### config.mk
export PLATFORM = sky130hd
export DESIGN_NAME = ram_fill_writer
export DESIGN_NICKNAME = d
export VERILOG_FILES = /design/src/rtl/ram_fill_writer.sv
export SDC_FILE = /design/constraint.sdc
export NUM_CORES = 1
export LEC_CHECK = 0
export ABC_AREA = 1
export CAP_MARGIN = 15
export CORE_MARGIN = 1
export CORE_UTILIZATION = 27
export DETAILED_ROUTE_END_ITERATION = 8
export PLACE_DENSITY_LB_ADDON = 0.12
export REMOVE_ABC_BUFFERS = 1
export SETUP_SLACK_MARGIN = 0.3
export SLEW_MARGIN = 20
export SYNTH_ARGS = -nofsm -noshare
export SYNTH_HDL_FRONTEND = slang
export SYNTH_SLANG_ARGS = --single-unit
export TNS_END_PERCENT = 50
### constraint.sdc
create_clock -name CLOCK_50 -period 3.6 [get_ports CLOCK_50]
set_input_delay 0.72 -clock CLOCK_50 [delete_from_list [all_inputs] [get_ports CLOCK_50]]
set_output_delay 0.72 -clock CLOCK_50 [all_outputs]
set_load 0.02 [all_outputs]
### src/rtl/ram_fill_writer.sv
// Walks every RAM address after a start pulse and writes a mode-selected pattern, one write per TICK_DIV cycles.
// start is only accepted in IDLE; a fill cannot be interrupted except by Reset.
module ram_fill_writer #(
    parameter int ADDR_W   = 5,
    parameter int DATA_W   = 4,
    parameter int TICK_DIV = 100
) (
    input  logic              CLOCK_50,
    input  logic              Reset,
    input  logic              start,
    input  logic [1:0]        mode,
    input  logic [DATA_W-1:0] seed,
    output logic [ADDR_W-1:0] wr_addr,
    output logic [DATA_W-1:0] wr_data,
    output logic              wren,
    output logic              busy,
    output logic              done
);
    localparam int                CNT_W     = (TICK_DIV > 1) ? $clog2(TICK_DIV) : 1;
    localparam logic [CNT_W-1:0]  CNT_LAST  = CNT_W'(TICK_DIV - 1);
    localparam logic [ADDR_W-1:0] ADDR_LAST = '1;

    typedef enum logic [1:0] {
        IDLE,
        FILL,
        DONE
    } state_t;

    state_t            state, state_nxt;
    logic [ADDR_W-1:0] addr, addr_nxt;
    logic [CNT_W-1:0]  cnt, cnt_nxt;
    logic [1:0]        mode_q, mode_nxt;
    logic [DATA_W-1:0] seed_q, seed_nxt;
    logic [DATA_W-1:0] addr_d;

    always_ff @(posedge CLOCK_50) begin
        if (Reset) begin
            state  <= IDLE;
            addr   <= '0;
            cnt    <= '0;
            mode_q <= '0;
            seed_q <= '0;
        end else begin
            state  <= state_nxt;
            addr   <= addr_nxt;
            cnt    <= cnt_nxt;
            mode_q <= mode_nxt;
            seed_q <= seed_nxt;
        end
    end

    always_comb begin
        state_nxt = state;
        addr_nxt  = addr;
        cnt_nxt   = cnt;
        mode_nxt  = mode_q;
        seed_nxt  = seed_q;
        wren      = 1'b0;
        busy      = 1'b0;
        done      = 1'b0;
        case (state)
            IDLE: begin
                if (start) begin
                    state_nxt = FILL;
                    addr_nxt  = '0;
                    cnt_nxt   = '0;
                    mode_nxt  = mode;
                    seed_nxt  = seed;
                end
            end
            FILL: begin
                busy    = 1'b1;
                cnt_nxt = cnt + CNT_W'(1);
                // Last cycle of the slot carries the write; no wrap past the top address.
                if (cnt == CNT_LAST) begin
                    wren    = 1'b1;
                    cnt_nxt = '0;
                    if (addr == ADDR_LAST) state_nxt = DONE;
                    else                   addr_nxt  = addr + ADDR_W'(1);
                end
            end
            DONE: begin
                done      = 1'b1;
                state_nxt = IDLE;
            end
            default: state_nxt = IDLE;
        endcase
    end

    // Address is truncated or zero-extended to the data width before pattern arithmetic.
    assign addr_d = DATA_W'(addr);

    always_comb begin
        wr_data = seed_q;
        case (mode_q)
            2'd0:    wr_data = seed_q;
            2'd1:    wr_data = addr_d;
            2'd2:    wr_data = seed_q + addr_d;
            default: wr_data = ~addr_d;
        endcase
    end

    assign wr_addr = addr;

endmodule

==> results.tsv <==
stage	metric	value	unit
cells_and_area	layout cells sized above 1	8.42	%
pwr	VDD IR max	163	uV
pwr	combinational power share	24.1	%
detailed_routing	WL final	2.78	mm
global_route	largest net degree at the start of global routing	13	
timing	setup TNS	0	ns
pwr	Seq pwr share	45.0	%
synthesis	sequential share of the synthesized area	34.0	%
die	Die Width	68	microns
detailed_routing	drt via density	4.75	
synthesis	leading post-synthesis cells by cell area	dfxtp_1 34%, nand2_1 9.6%, nor2_1 9.3%	
worst_setup_path	Setup crit start kind	flop	
cells_and_area	most common cell after layout, fill and taps aside	nand2_1	
worst_setup_path	Critical Path End Type	output port	
cts	clk buf depth	2	
cells_and_area	Layout Nets	207	
synthesis	post-synthesis compound-gate area fraction	15.2	%
cts	cts-stage hold buffer count	0	
synthesis	dominant combinational cell family by area after synthesis	simple AND/OR/NAND/NOR gates	
global_route	vias in the first global route	1061	
synthesis	mux cell area share after synthesis	0	%
hold_path	Hold Startpoint	cnt[4]	
die	die area	0.00462	sq mm
cells_and_area	most frequent cells in the layout	30 x nand2_1, 29 x nor2_1, 20 x dfxtp_1, 20 x clkdlybuf4s50_1, 17 x inv_1	
cts	CTS HTree Levels	1	
timing	final hold vios	0	
global_route	first-pass GRT wire length	4.77	mm
synthesis	Post-Synth XOR/XNOR Area	2.98	%
synthesis	synthesized flop and latch total	20	
worst_setup_path	crit path launch	wr_addr[0]	
timing	final setup fails	0	
timing	Max Clock Freq	0.333	GHz
place	Placement Cell Area	0.00143	sq mm
synthesis	biggest area consumer among synthesized cells	dfxtp_1	
synthesis	mapped cell area	0.00118	sq mm
detailed_routing	drt wl/cell	11.6	microns
flow_run	max-cap violation count	0	
cts	worst skew pair latency	0.26	ns
worst_setup_path	R2R Path Start	wr_addr[1]	
cts	Clock Sinks	20	
worst_setup_path	Slowest-stage cell, CP	clkdlybuf4s50_1	
global_route	initial antenna violation count	0	
worst_setup_path	crit-path cells	ha_1 > fa_1 > xor2_1 > nand2_1 > o21ai_0 > a21oi_1 > o21ai_0 > clkdlybuf4s50_1	
hold_path	worst hold-check path type	flop to flop	
cells_and_area	post-route cell area	0.00148	sq mm
worst_setup_path	CP arrival	2.29	ns
worst_setup_path	most used cell, CP	o21ai_0	
worst_setup_path	Slowest Stage Delay on Critical Path	0.62	ns
worst_setup_path	R2R depth	8	
cts	Root Buffer	clkbuf_8	
pwr	sw power	0.171	mW
worst_setup_path	Data required, critical path	2.88	ns
pwr	Pint	0.391	mW
synthesis	syn_area_per_cell	7.00	sq um
synthesis	Distinct cells, synth	27	
detailed_routing	via count	1140	
outcome	outcome	finished clean	
detailed_routing	Antenna Nets Post-Route	0	
cts	Num CTS Buffers	3	
pwr	clock share of power	31.0	%
cts	cts repair resizes	0	
worst_setup_path	cell count along the critical path	8	
global_route	Overflow after GRT	0	
cells_and_area	n_diodes	0	
synthesis	Synth Area in Adders	8.09	%
timing	Tcrit/Tclk final	83.5	%
die	io pins	21	
detailed_routing	DRT iter0 DRCs	46	
die	height of the die	68	microns
die	Initial Util	28.8	%
die	core area	0.00409	sq mm
pwr	Leak	0.622	nW
worst_setup_path	CP max FO	6	
place	gp weighted congestion	0.763	
timing	unrepaired setup endpoints after global routing	no	
synthesis	Ys Warns	0	
timing	relative slew slack	76.2	%
die	Rows	23	
worst_setup_path	Setup CP Type	flop to output port	
timing	Tightest Pin Transition	0.357	ns
synthesis	Synth top area share	34.0	%
synthesis	Synth Area in Simple Gates	31.7	%
cts	Setup Buffers After CTS	0	
cts	Clock transition at path regs	0.08	ns
place	DP Wirelength	2.16	mm
worst_setup_path	Buf/Inv on CP	1	
hold_path	worst hold path depth	2	
synthesis	Synth Instances	168	
pwr	total power density per cell area	379	mW/mm^2
timing	fin crit period	3.01	ns
global_route	GRT Util Overall	13.7	%
pwr	sw frac	30.4	%
cells_and_area	area delta synth->final	26.0	%
timing	fin. max-slew vios	0	
timing	skew final	0.00208	ns
place	number of port buffers	20	
worst_setup_path	CP delay by family, top	adder cells	
detailed_routing	# DRC	0	
detailed_routing	Initial DRT Pass Iterations	4	
cts	TritonCTS clock tree	done	
-- cell families after synthesis --
kind of cell             after synthesis
AO/OA/AOI/OAI                         33
XOR/XNOR                               4
adder cells (fa/ha/maj)                7
buffers and inverters                 23
flip-flops                            20
AND/OR/NAND/NOR                       81
-- worst reg2reg max path, stage by stage (launching register included) --
cell and delay, ns:
dfxtp_1 0.40, ha_1 0.25, nand2_1 0.09, nor2_1 0.04, ha_1 0.22, a21oi_1 0.30
nand3_4 0.17, a21oi_1 0.15, nor2_1 0.05
-- synth_stat cells --
library cell,instances
a21oi_1,14
a221oi_1,2
a31o_2,1
buf_2,1
clkbuf_4,1
dfxtp_1,20
fa_1,1
ha_1,6
inv_1,17
inv_2,3
inv_4,1
nand2_1,30
nand2_2,2
nand2_4,2
nand2b_1,1
nand3_1,9
nand3_2,1
nand3_4,1
nand4_1,4
nor2_1,29
nor2_2,1
nor4_1,1
o21a_1,1
o21ai_0,14
o21ai_1,1
xnor2_1,1
xor2_1,3
-- power by group through the flow --
stage / combinational (mW) / sequential, mW / clock (mW)
after global routing: 0.152 / 0.255 / 0.192
after CTS: 0.137 / 0.253 / 0.179
after floorplan: 0.0799 / 0.259 / 0
after detailed placement: 0.136 / 0.258 / 0
final: 0.135 / 0.253 / 0.174
after global placement: 0.135 / 0.257 / 0
-- metal layers --
layer	wire [microns]	vias to the layer above	GRT usage, %
li1	-	591	-
met1	1450	520	18.6
met2	1210	25	21.8
met3	88	4	2.00
met4	29	0	4.69
met5	0	-	0
-- cell type report --
cell class	instances	area, sq um
Tap cell	50	62.6
Inverter	21	81.3
Fill cell	445	2610
Multi-Input combinational cell	125	682
Sequential cell	20	400
Timing Repair Buffer	20	200
Clock buffer	4	55.1
-- flip-flops by register name, summed over array words and instances, names as in the netlist --
signal and flops:
cnt 7, wr_addr 5, seed_q 4, mode_q 2, state 2
-- stage by stage --
stage / instances / worst slack (ns) / hold WS, ns / util [%] / total power, mW
after floorplan: 166 / 1.24 / 0.459 / - / 0.339
final: 240 / 0.593 / 0.511 / 36.3 / 0.562
after CTS: 240 / 0.584 / 0.511 / 36.3 / 0.568
after detailed placement: 236 / 0.878 / 0.498 / 34.9 / 0.394
after global placement: 236 / 0.914 / 0.488 / 34.9 / 0.391
after global routing: 240 / 0.474 / 0.543 / 36.3 / 0.599
-- final timing paths --
path	slack [ns]	end
worst max-delay path	0.59	wr_data[2]
worst min register to register	0.51	cnt[4]
worst max register to register	1.84	wr_addr[1]
worst min-delay path	0.51	cnt[4]
Power figures use the tool's default switching activity.
==> patch 1, RTL diff (config.mk and constraints unchanged) <==
Remove the case item `2'd2` of the case on `mode_q`.
--- a/src/rtl/ram_fill_writer.sv
+++ b/src/rtl/ram_fill_writer.sv
@@ -95,7 +95,6 @@
         case (mode_q)
             2'd0:    wr_data = seed_q;
             2'd1:    wr_data = addr_d;
-            2'd2:    wr_data = seed_q + addr_d;
             default: wr_data = ~addr_d;
         endcase
     end
Check against the original RTL: not equivalent (Yosys sat finds a counterexample within 4 cycles, from zero or initial values and one cycle with Reset high).
==> patch 1 against the original RTL <==
  * Die area decreased by 9.2%
  * Maximum frequency rose by 21%
  * Total power up 6.0%
  * Area after synthesis fell by 9.5%
  * Wire length decreased by 16%
  * Worst setup slack better by 530 ps
  * Cell area decreased by 6.8%
  * Critical path depth is 2 lower
  * Sequential cell count did not move
  * Sequential power shrank 2%
  * Combinational power fell by 12%
  * Worst hold slack worse by 24 ps
  * Largest power group unchanged
  * Clock power grew 30%
==> patch 1: results (changes against the original RTL) <==
Outcome
  • Outcome: finished, final reports clean

Clock tree
  • Clock transition at the registers of the reported paths: approximately 70 ps
  • Clock tree buffer depth: 2 (unchanged)
  • Clk_lat worst skew: 260 ps (about the same)

Synth
  • Top cells by area, synth: dfxtp_1 38%, nand2_1 11%, nor2_1 8.8%
  • Post-synth top cells: 30 x nand2_1, 25 x nor2_1, 20 x dfxtp_1, 13 x a21oi_1, 13 x inv_1
  • Mapped Area: 1060 um^2 (-9.5%)
  • Share of the yosys chip area belonging to registers: 0.376 (+0.0356)
  • Library cells used by synthesis: 25 (-7.4%)
  • Async S/R FF share, synth: 0 (unchanged)

Global routing
  • Largest net degree at the start of global routing: 14 (+1)
  • Initial antenna violation count: 0 (unchanged)
  • Tot GR Track Use: 0.127 (-0.00919)
  • Vias in the first global route: 918 (-13%)
  • First-pass GRT wire length: 4100 um (-14%)

Routing
  • Routed WL: 2340 um (-16%)
  • DRT Pass-1 Iters: 4 (unchanged)
  • Vias after detailed routing: 999 (-12%)
  • Detailed Route Iter0 Violations: 42 (-8.7%)

Timing
  • Fmax: 404 MHz (+21%)
  • Setup Skew: 11.9 ps (+9.81 ps)
  • Slew Limit Headroom: 0.750 (-0.0113)
  • Final setup viols: 0 (unchanged)

Power
  • Worst VDD drop: 193 uV (+18%)
  • Sw Ratio: 0.269 (-0.0351)
  • Leakage: 0.569 nW (-8.5%)

Worst hold path
  • Worst min path class: reg -> reg

Placement
  • IO buf count: 20 (unchanged)
  • Routability cong.: 0.815 (+6.8%)
  • DP Wirelength: 1760 um (-19%)
  • Post-Place Setup Slack: 1400 ps (+523 ps)

Layout
  • Number of flip-flops in the largest register: 7 (unchanged)
  • Biggest register: cnt
  • Layout cells sized above 1: 0.0983 (+0.0141)
  • Nets: 186 (-10%)
  • # fillers: 397 (-11%)
  • N_diodes: 0 (unchanged)

Setup path
  • Reg2Reg Capture Point: wr_addr[0]
  • Critical Path RT: 2880 ps (about the same)
  • Flop2flop setup slack: 1920 ps (+80 ps)
  • Worst setup endpoint: wren
  • Crit Path Max Fanout: 4 (-2)
  • Worst Reg-to-Reg Cells: 9 (+1)
  • Reg-to-reg startpoint: wr_addr[0]
  • Crit path from: cnt[0]

Run
  • Total of max-cap violations: 0 (unchanged)
-- patch 1: through the flow --
stage / cells / area [um^2] / util
global route: 221 / 1380 / 0.371
floorplan: 149 / 1050 / -
CTS: 221 / 1380 / 0.371
detailed placement: 217 / 1310 / 0.352
global placement: 217 / 1310 / 0.352
finish: 221 / 1380 / 0.371
-- patch 1: layer usage --
layer | share of wire | track usage | up-vias
li1 | - | - | 530
met5 | 0 | 0 | -
met4 | 0.029 | 0.0583 | 0
met3 | 0.037 | 0.0352 | 8
met2 | 0.45 | 0.201 | 20
met1 | 0.48 | 0.160 | 441
-- patch 1: cells by family (layout without fill, tap and decap cells) --
logic type / count (synthesis) / in the layout / synth area share
buf+inv: 21 / 43 / 0.0846
flops: 20 / 20 / 0.376
compound gates: 31 / 31 / 0.160
simple gates: 74 / 74 / 0.328
fa+ha+maj: 3 / 3 / 0.0353
xor+xnor: 2 / 2 / 0.0165
-- patch 1: worst min path at each step --
stage | slack (ps) | start | cells past startpoint | endpoint
2_1_floorplan | 450 | cnt[1] | 2 | cnt[1]
3_3_place_gp | 470 | cnt[1] | 2 | cnt[1]
3_5_place_dp | 480 | cnt[1] | 2 | cnt[1]
4_1_cts | 490 | cnt[1] | 2 | cnt[1]
5_1_grt | 520 | cnt[1] | 2 | cnt[1]
6_report | 490 | cnt[1] | 2 | cnt[1]
-- patch 1: worst max-delay path: stages, from the launching register on --
cell and delay, ps:
dfxtp_1 370, ha_1 190, nand2_1 60, inv_1 60, nand3_2 100, nor2_1 110, clkdlybuf4s50_1 610
-- patch 1: cell type report --
class | count | area [um^2] | share of cell area
Clock buffer | 3 | 41.3 | 0.0299
Clock inverter | 1 | 30.0 | 0.0218
Sequential cell | 20 | 400 | 0.290
Multi-Input combinational cell | 110 | 574 | 0.416
Tap cell | 48 | 60.1 | 0.0435
Timing Repair Buffer | 20 | 200 | 0.145
Inverter | 19 | 73.8 | 0.0535
-- patch 1: power by group through the flow --
stage	Combinational, mW	Sequential, mW	Clock [mW]
2_1_floorplan	0.0684	0.256	0
3_3_place_gp	0.120	0.253	0
3_5_place_dp	0.121	0.254	0
4_1_cts	0.121	0.249	0.235
5_1_grt	0.133	0.251	0.247
6_report	0.119	0.249	0.227
==> patch 2, RTL diff (same settings) <==
Without the edit above. The parameter `DATA_W` goes from 4 to 5.
--- a/src/rtl/ram_fill_writer.sv
+++ b/src/rtl/ram_fill_writer.sv
@@ -2,7 +2,7 @@
 // start is only accepted in IDLE; a fill cannot be interrupted except by Reset.
 module ram_fill_writer #(
     parameter int ADDR_W   = 5,
-    parameter int DATA_W   = 4,
+    parameter int DATA_W   = 5,
     parameter int TICK_DIV = 100
 ) (
     input  logic              CLOCK_50,
Interface: changed (resized seed and wr_data); port bits go from 21 to 23. No check against the original RTL was run, so the function may have changed too.
==> patch 2 against the original RTL <==
  * The flow now finishes with violations (DRC)
  * Wire length rose by 8.6%
  * Critical path depth did not move
  * Sequential cell count rose by 1
  * Cell area rose by 9.5%
  * Worst hold slack got worse by 19 ps
  * Worst setup slack improved by 46 ps
  * Total power rose by 5.3%
  * Largest cell class unchanged
  * Global-route usage fell by 0.72 points
  * Area after synthesis rose by 10%
==> patch 2: results (changes against the original RTL) <==
Outcome
  • Outcome: finished, violations left
  • Failing checks: DRC

Routing
  • Residual DRC: 2 (+2)
  • Detailed Route Iter0 Violations: 64 (+39%)
  • Via density: 4.49 (-5.5%)
  • DRT Pass-1 Iters: 6 (+2)
  • Routed WL: 3020 um (+8.6%)

Synth
  • Post-synth top cells: 47 x nand2_1, 30 x nor2_1, 21 x dfxtp_1, 19 x inv_1, 17 x a21oi_1
  • Top cells by area, synth: dfxtp_1 32%, nand2_1 14%, nor2_1 8.7%
  • Warnings from Yosys: 0 (unchanged)
  • Avg Inst Size Synth: 6.69 um^2 (-4.4%)
  • Async S/R FF share, synth: 0 (unchanged)
  • Library cells used by synthesis: 26 (-3.7%)
  • Share of the yosys chip area belonging to registers: 0.324 (-0.0167)

Setup path
  • Flop2flop setup slack: 1820 ps (-20 ps)
  • Crit path DAT: 2240 ps (-50 ps)
  • Reg2Reg Capture Point: wr_addr[1]
  • Crit Path Max Fanout: 6 (unchanged)
  • Reg-to-reg startpoint: wr_addr[1]
  • Max incr delay on CP: 600 ps (-20 ps)
  • Critical-path top delay cell: clkdlybuf4s50_1
  • Kind of cell adding the most delay to the critical path: adder cells
  • Worst Reg-to-Reg Cells: 8 (unchanged)

Layout
  • Non-Filler Instances: 271 (+13%)
  • Biggest register: cnt
  • # fillers: 487 (+9.4%)
  • Reg area: 420 um^2 (+5.0%)
  • N_diodes: 0 (unchanged)
  • Nets: 238 (+15%)
  • Layout cells sized above 1: 0.0776 (-0.00658)

Clock tree
  • Cts bufs inserted: 3 (unchanged)
  • Clock transition at the registers of the reported paths: 80 ps (about the same)
  • Clock tree buffer depth: 2 (unchanged)
  • Root buf cell: clkbuf_8
  • Postcts setup bufs: 0 (unchanged)
  • Post-cts sizing count: 0 (unchanged)
  • CTS H-tree lvls: 1 (unchanged)

Worst hold path
  • Hold_sp: cnt[6]
  • Hold path endpoint: cnt[6]
  • Hold path depth: 2 (unchanged)
  • Worst min path class: reg -> reg

Power
  • Worst VDD drop: 194 uV (+19%)
  • Leakage: 0.691 nW (+11%)

Global routing
  • Met3 GRT Util: 0.0338 (+0.0138)
  • M1 GR Usage: 0.177 (-0.00817)
  • Initial antenna violation count: 0 (unchanged)
  • Vias in the first global route: 1124 (+5.9%)
  • First-pass GRT wire length: 5140 um (+7.8%)
  • Tot GR Track Use: 0.129 (-0.00724)
  • Largest net degree at the start of global routing: 16 (+3)
  • GRT met2 Usage: 0.205 (-0.0128)

Placement
  • Placed inst area: 1580 um^2 (+11%)
  • IO buf count: 22 (+10%)
  • Routability cong.: 0.752 (-1.5%)
  • Post-Place Setup Slack: 918 ps (+40.1 ps)
  • DP Wirelength: 2320 um (+7.4%)

Timing
  • Worst slew pin tran: 441 ps (+84.3 ps)
  • WHS: 492 ps (-18.7 ps)
  • Setup Skew: 3.93 ps (+1.86 ps)
[patch 2: cell count changes after synthesis, moves of 3 or more]
| cell | change |
|---|---|
| xor2_1 | -3 |
| nand3_1 | +3 |
| nand2_1 | +17 |
| a21oi_1 | +3 |
[patch 2: kinds of logic (layout without fill, tap and decap cells)]
group / after synthesis / count (layout) / synth area share
AND/OR/NAND/NOR: 104 / 104 / 0.365
AO/OA/AOI/OAI: 36 / 36 / 0.149
flip-flops: 21 / 21 / 0.324
adder cells (fa/ha/maj): 8 / 8 / 0.0828
buffers and inverters: 25 / 50 / 0.0790
[patch 2: worst max-delay path by stage]
stage,from,to,slack [ps]
after floorplan,wr_addr[0],wr_data[2],1290
after CTS,wr_addr[0],wr_data[4],620
after global routing,wr_addr[0],wr_data[4],450
after detailed placement,wr_addr[0],wr_data[4],920
after global placement,wr_addr[0],wr_data[4],930
final,wr_addr[0],wr_data[4],640
[patch 2: cell type report]
| class | count | area share |
|---|---|---|
| multi-input cells | 148 | 0.478 |
| flip-flops and latches | 21 | 0.259 |
| repair buffers | 22 | 0.136 |
| clock buffers | 4 | 0.0278 |
| well taps | 52 | 0.0401 |
| inverters | 24 | 0.0586 |
[patch 2: report_power, final]
group	leakage, nW	internal (mW)	switching, mW
combinational	0.496	0.0713	0.0972
clock	0.0228	0.0789	0.0788
sequential	0.172	0.247	0.0183
[patch 2: layer usage]
metal	wire [um]	up-vias	share of wire
met5	0	-	0
met4	17	0	0.0056
met3	113	2	0.037
met2	1300	17	0.43
met1	1590	513	0.53
li1	-	684	-
[patch 2: tightest hold or removal path, cell delays in order (launching register included)]
cell	delay (ps)
dfxtp_1	330
nand2_1	60
a21oi_1	50
